==> config.mk <==
export PLATFORM = sky130hd
export DESIGN_NAME = array_wr_arb
export DESIGN_NICKNAME = d
export VERILOG_FILES = /design/src/rtl/array_wr_arb.sv
export SDC_FILE = /design/constraint.sdc
export NUM_CORES = 1
export LEC_CHECK = 0
export ABC_AREA = 0
export BUFFER_PORTS_ARGS = -buffer_cell sky130_fd_sc_hd__buf_4
export CAP_MARGIN = 20
export CORE_MARGIN = 2
export CORE_UTILIZATION = 35
export DETAILED_ROUTE_END_ITERATION = 16
export GPL_TIMING_DRIVEN = 1
export SLEW_MARGIN = 0
export SYNTH_ARGS = -nofsm -noshare
export SYNTH_HDL_FRONTEND = slang
export SYNTH_SLANG_ARGS = --single-unit
==> constraint.sdc <==
create_clock -name wclk -period 3.1 [get_ports wclk]
set_input_delay 0.31 -clock wclk [delete_from_list [all_inputs] [get_ports wclk]]
set_output_delay 0.31 -clock wclk [all_outputs]
set_load 0.02 [all_outputs]
==> src/rtl/array_wr_arb.sv <==
// Write-port front end for the 1W/4R register array: datapath/host arbitration plus a zero-fill clear engine.
// Latency: a request accepted in cycle T is on wa/we/di at T+1; clear writes follow clr_req by two cycles.
// Backpressure: combinational dp_rdy/hs_rdy; both low while clearing, datapath held off when the host starves.
module array_wr_arb #(
    parameter int ADDRBIT = 9,
    parameter int DEPTH   = 512,
    parameter int WIDTH   = 32,
    parameter int STARVE  = 4
) (
    input  logic               rst_,
    input  logic               wclk,
    input  logic               clr_req,
    output logic               clr_busy,
    output logic               clr_done,
    input  logic               dp_vld,
    input  logic [ADDRBIT-1:0] dp_addr,
    input  logic [WIDTH-1:0]   dp_data,
    output logic               dp_rdy,
    input  logic               hs_vld,
    input  logic [ADDRBIT-1:0] hs_addr,
    input  logic [WIDTH-1:0]   hs_data,
    output logic               hs_rdy,
    output logic               addr_err,
    output logic [ADDRBIT-1:0] wa,
    output logic               we,
    output logic [WIDTH-1:0]   di
);

    typedef enum logic {IDLE, CLEAR} state_t;

    localparam logic [ADDRBIT:0]   DEPTH_W  = (ADDRBIT+1)'(DEPTH);
    localparam logic [ADDRBIT-1:0] LAST     = ADDRBIT'(DEPTH - 1);
    localparam logic [3:0]         STARVE_C = 4'(STARVE);

    state_t             state_q, state_d;
    logic [ADDRBIT-1:0] clr_cnt_q, clr_cnt_d;
    logic [3:0]         starve_q, starve_d;
    logic [ADDRBIT-1:0] wa_q, wa_d;
    logic               we_q, we_d;
    logic [WIDTH-1:0]   di_q, di_d;
    logic               clr_done_q, clr_done_d;
    logic               addr_err_q, addr_err_d;

    logic               starve_hit;
    logic               dp_acc, hs_acc;
    logic [ADDRBIT-1:0] sel_addr;
    logic [WIDTH-1:0]   sel_data;
    logic               addr_oor;

    assign clr_busy   = (state_q == CLEAR);
    assign starve_hit = (starve_q == STARVE_C) & hs_vld;
    assign dp_rdy     = ~clr_busy & ~starve_hit;
    assign hs_rdy     = ~clr_busy & (~dp_vld | starve_hit);
    assign dp_acc     = dp_vld & dp_rdy;
    assign hs_acc     = hs_vld & hs_rdy;

    // The ready terms make dp_acc and hs_acc mutually exclusive.
    assign sel_addr = dp_acc ? dp_addr : hs_addr;
    assign sel_data = dp_acc ? dp_data : hs_data;
    assign addr_oor = ({1'b0, sel_addr} >= DEPTH_W);

    always_comb begin
        state_d    = state_q;
        clr_cnt_d  = clr_cnt_q;
        starve_d   = starve_q;
        wa_d       = wa_q;
        we_d       = 1'b0;
        di_d       = di_q;
        clr_done_d = 1'b0;
        addr_err_d = 1'b0;

        case (state_q)
            IDLE: begin
                if (dp_acc | hs_acc) begin
                    if (addr_oor) begin
                        addr_err_d = 1'b1;
                    end else begin
                        we_d = 1'b1;
                        wa_d = sel_addr;
                        di_d = sel_data;
                    end
                end

                if (hs_acc | ~hs_vld) begin
                    starve_d = 4'd0;
                end else if (dp_acc && (starve_q != STARVE_C)) begin
                    starve_d = starve_q + 4'd1;
                end

                if (clr_req) begin
                    state_d   = CLEAR;
                    clr_cnt_d = '0;
                end
            end

            CLEAR: begin
                we_d = 1'b1;
                wa_d = clr_cnt_q;
                di_d = '0;
                // Leaving on the last write lets a request accepted now land right behind it.
                if (clr_cnt_q == LAST) begin
                    state_d    = IDLE;
                    clr_done_d = 1'b1;
                    clr_cnt_d  = '0;
                end else begin
                    clr_cnt_d = clr_cnt_q + ADDRBIT'(1);
                end
            end

            default: begin
                state_d = IDLE;
            end
        endcase
    end

    always_ff @(posedge wclk or negedge rst_) begin
        if (!rst_) begin
            state_q    <= IDLE;
            clr_cnt_q  <= '0;
            starve_q   <= 4'd0;
            wa_q       <= '0;
            we_q       <= 1'b0;
            di_q       <= '0;
            clr_done_q <= 1'b0;
            addr_err_q <= 1'b0;
        end else begin
            state_q    <= state_d;
            clr_cnt_q  <= clr_cnt_d;
            starve_q   <= starve_d;
            wa_q       <= wa_d;
            we_q       <= we_d;
            di_q       <= di_d;
            clr_done_q <= clr_done_d;
            addr_err_q <= addr_err_d;
        end
    end

    assign wa       = wa_q;
    assign we       = we_q;
    assign di       = di_q;
    assign clr_done = clr_done_q;
    assign addr_err = addr_err_q;

endmodule

==> metrics.md <==
| Metric | Value |
|---|---|
| Number of distinct library cells after synthesis | 45 |
| Most common flop cell mapped by yosys | dfrtp_1 |
| Share of power burned in combinational logic | 0.252 |
| Hold crit path type | primary input to async pin |
| Power per standard cell area | 510 nW/um2 |
| Number of flops mapped to enable cells by yosys | 0 |
| Final GP Congestion | 0.813 |
| Worst setup skew after layout | 0.0128 ns |
| Final min period | 2.17 ns |
| Number of clock sinks seen by CTS | 57 |
| Number of gates given a new drive strength after cts | 0 |
| Number of antenna cells inserted | 0 |
| Reg2Reg Depth | 8 |
| Initial antenna violation count | 0 |
| Maximum fanout count along the critical path | 33 |
| Post-synth design cell area | 3200 um2 |
| Number of nets at the end of the flow | 560 |
| Start-to-end type of the worst setup path | flop to primary output |
| Core area | 8810 um2 |
| Wire length of the first global-routing pass | 16,000 um |
| Die width | 99.6 um |
| WL per Instance | 17.0 um |
| Final number of setup-violating endpoints | 0 |
| Clock-pin slew of the registers on the worst-case setup and hold paths | 0.06 ns |
| Clock buffers created by TritonCTS | 9 |
| Endpoint arrival time on the critical path | 1.86 ns |
| Overall global routing resource usage | 0.202 |
| Setup slack of the most critical reg-to-reg path | 0.97 ns |
| Number of top-level pins | 134 |
| Total power | 2250 uW |
| Setup repair after global routing missed its margin | no |
| Max H-tree Level | 3 |
| Remaining number of nets flagged by the antenna check after routing | 0 |
| Flop and latch count out of synthesis | 57 |
| Max Clock Freq | 461 MHz |
| Setup tns final | 0 ns |
| Number of global-route vias before repair | 3,085 |
| Quantity of hold-fixing buffers added after cts | 0 |
| Share of flip-flops with an asynchronous set or reset | 1.00 |
| Number of setup buffers added after CTS | 0 |
| Detailed-route DRC error count | 0 |
| Global route overflow | 0 |
| Count of vias placed by the detailed router | 3,225 |
| Total half-perimeter wirelength after legalization and detailed placement | 6690 um |
| Share of the cycle needed by the critical path after routing | 0.699 |
| Root cell of the clock tree | clkbuf_8 |
| Util after Layout | 0.501 |
| TritonCTS clock tree | yes |
| Peak supply drop | 0.287 mV |
| Worst-case clock buffer depth | 2 |
| Hold violation count in the final report | 0 |
| Internal power | 1530 uW |
| Max_slew headroom | 0.480 |
| Die Footprint | 9930 um2 |
| Final-report max-slew violation count | 0 |
| Layout area overhead | 37.8% |
| Synthesis Warnings | 0 |
| Avg Cell Area, Syn | 8.97 um2 |
| Leak | 0.00208 uW |
| Total nets after synthesis | 448 |
| First-pass iteration count of the detailed router | 4 |
| Share of final-layout standard cells stronger than drive strength 1 | 0.329 |
| Switch share | 0.320 |
| Drt first-iter violations | 162 |
| Number of maximum-capacitance constraint violations | 0 |
| Height of the die | 99.6 um |
| CP Launch Type | flop |
| Clk Latency, worst-skew pair | 0.34 ns |
| Clock power share | 0.310 |
| Required arrival time at the worst endpoint | 2.79 ns |
| PortBufs | 132 |
| Post-synthesis instance total | 357 |
| Fraction of the yosys area taken by sequential cells | 0.446 |
| Routed wire length | 9870 um |
| Origin of the critical flop-to-flop path | clr_cnt_q[1] |
| Least-Margin Pin Slew | 0.780 ns |
| Endpoint of the lowest-slack register-to-register path | clr_cnt_q[6] |
| Outcome | finished, final reports clean |
| Starting utilization of the core area | 0.363 |
| Row Count | 34 |
| Switching power total | 719 uW |
| Sequential Power Share | 0.438 |
| Worst setup EP type | primary output |
| Pin count of the biggest net entering global routing | 58 |
| Vias per Instance | 5.54 |
-- sequential cells by signal (all words and copies together) (netlist names) --
| register | flops |
|---|---|
| we | 1 |
| starve_q | 4 |
| clr_cnt_q | 9 |
| wa | 9 |
| clr_busy | 1 |
| di | 32 |
| clr_done | 1 |
-- cell families after synthesis --
group                    count (synthesis)  share of synthesized area
AND/OR/NAND/NOR                        169                      0.276
AO/OA/AOI/OAI                           70                      0.181
flip-flops                              57                      0.446
buffers and inverters                   54                     0.0751
adder cells (fa/ha/maj)                  4                     0.0156
XOR/XNOR                                 2                    0.00547
other                                    1                    0.00117
-- metal layers --
metal	track usage	vias to the layer above	wire [um]
li1	-	1536	-
met2	0.305	149	4360
met3	0.0443	9	789
met4	0.0664	0	140
met1	0.289	1531	4580
met5	0	-	0
-- power by group through the flow --
| stage | Combinational [uW] | Clock, uW | Sequential (uW) |
|---|---|---|---|
| final | 566 | 697 | 986 |
| after CTS | 567 | 705 | 987 |
| after floorplan | 270 | 0 | 1020 |
| after detailed placement | 567 | 0 | 997 |
| after global placement | 559 | 0 | 999 |
| after global routing | 631 | 750 | 1010 |
-- synth_stat cells (3+ instances only) --
cell / number / share of area
a2111oi_0: 12 / 0.033
a2111oi_1: 28 / 0.088
a21oi_1: 11 / 0.017
a31oi_1: 4 / 0.0078
buf_2: 12 / 0.019
buf_4: 4 / 0.0094
clkbuf_1: 19 / 0.022
dfrtp_1: 57 / 0.45
ha_1: 4 / 0.016
inv_1: 15 / 0.018
nand2_1: 10 / 0.012
nand2b_1: 3 / 0.0059
nand3_1: 4 / 0.0063
nand3b_1: 10 / 0.023
nand4b_1: 10 / 0.027
nor2_1: 66 / 0.077
nor3_1: 41 / 0.064
nor4b_1: 10 / 0.027
o21ai_1: 3 / 0.0047
-- stage by stage --
| step | std cells | cell area, um2 | hold WS (ns) | worst slack, ns |
|---|---|---|---|---|
| final | 582 | 4410 | 0.0223 | 0.932 |
| after global routing | 582 | 4410 | 0.101 | 0.794 |
| after CTS | 581 | 4380 | 0.0690 | 0.586 |
| after detailed placement | 565 | 4190 | 0.431 | 0.623 |
| after global placement | 565 | 4190 | 0.439 | 0.744 |
| after floorplan | 357 | 3200 | 0.0144 | 1.21 |
-- worst max-delay path by stage --
stage | from | endpoint | depth (start not counted)
after floorplan | clr_cnt_q[0] | clr_cnt_q[6] | 8
after global placement | starve_q[0] | di[6] | 6
after detailed placement | starve_q[0] | di[0] | 6
after CTS | starve_q[0] | di[21] | 6
after global routing | clr_cnt_q[0] | clr_cnt_q[6] | 8
final | starve_q[0] | dp_rdy | 6
-- final cells by class --
class                      count  area (um2)
fill                         878        4400
multi-input combinational    246        1530
sequential                    57        1430
timing repair buffer         139        1060
clock buffer                  13         149
tap                          108         135
inverter                      16        60.1
clock inverter                 3        40.0
-- cells in the final DEF (no fill, tap or decap), drive strengths merged, types with 2 or more instances in the layout --
master     n
a2111oi   40
a21o       2
a21oi     11
a31oi      4
and3       2
buf      139
clkbuf    13
clkinv     2
dfrtp     57
ha         4
inv       16
nand2     10
nand2b     3
nand3      4
nand3b    10
nand4      2
nand4b    10
nor2      67
nor3      41
nor4b     10
o21ai      4
o22ai      2
o32ai      2
or2        2
or3        2
-- critical path, cell delays in order (launching register included) --
cell and delay [ns]:
dfrtp_1 0.42, inv_1 0.09, ha_1 0.15, and4b_1 0.24, buf_4 0.37, nor2_1 0.08
buf_4 0.17
(Power assumes the default switching activity.)
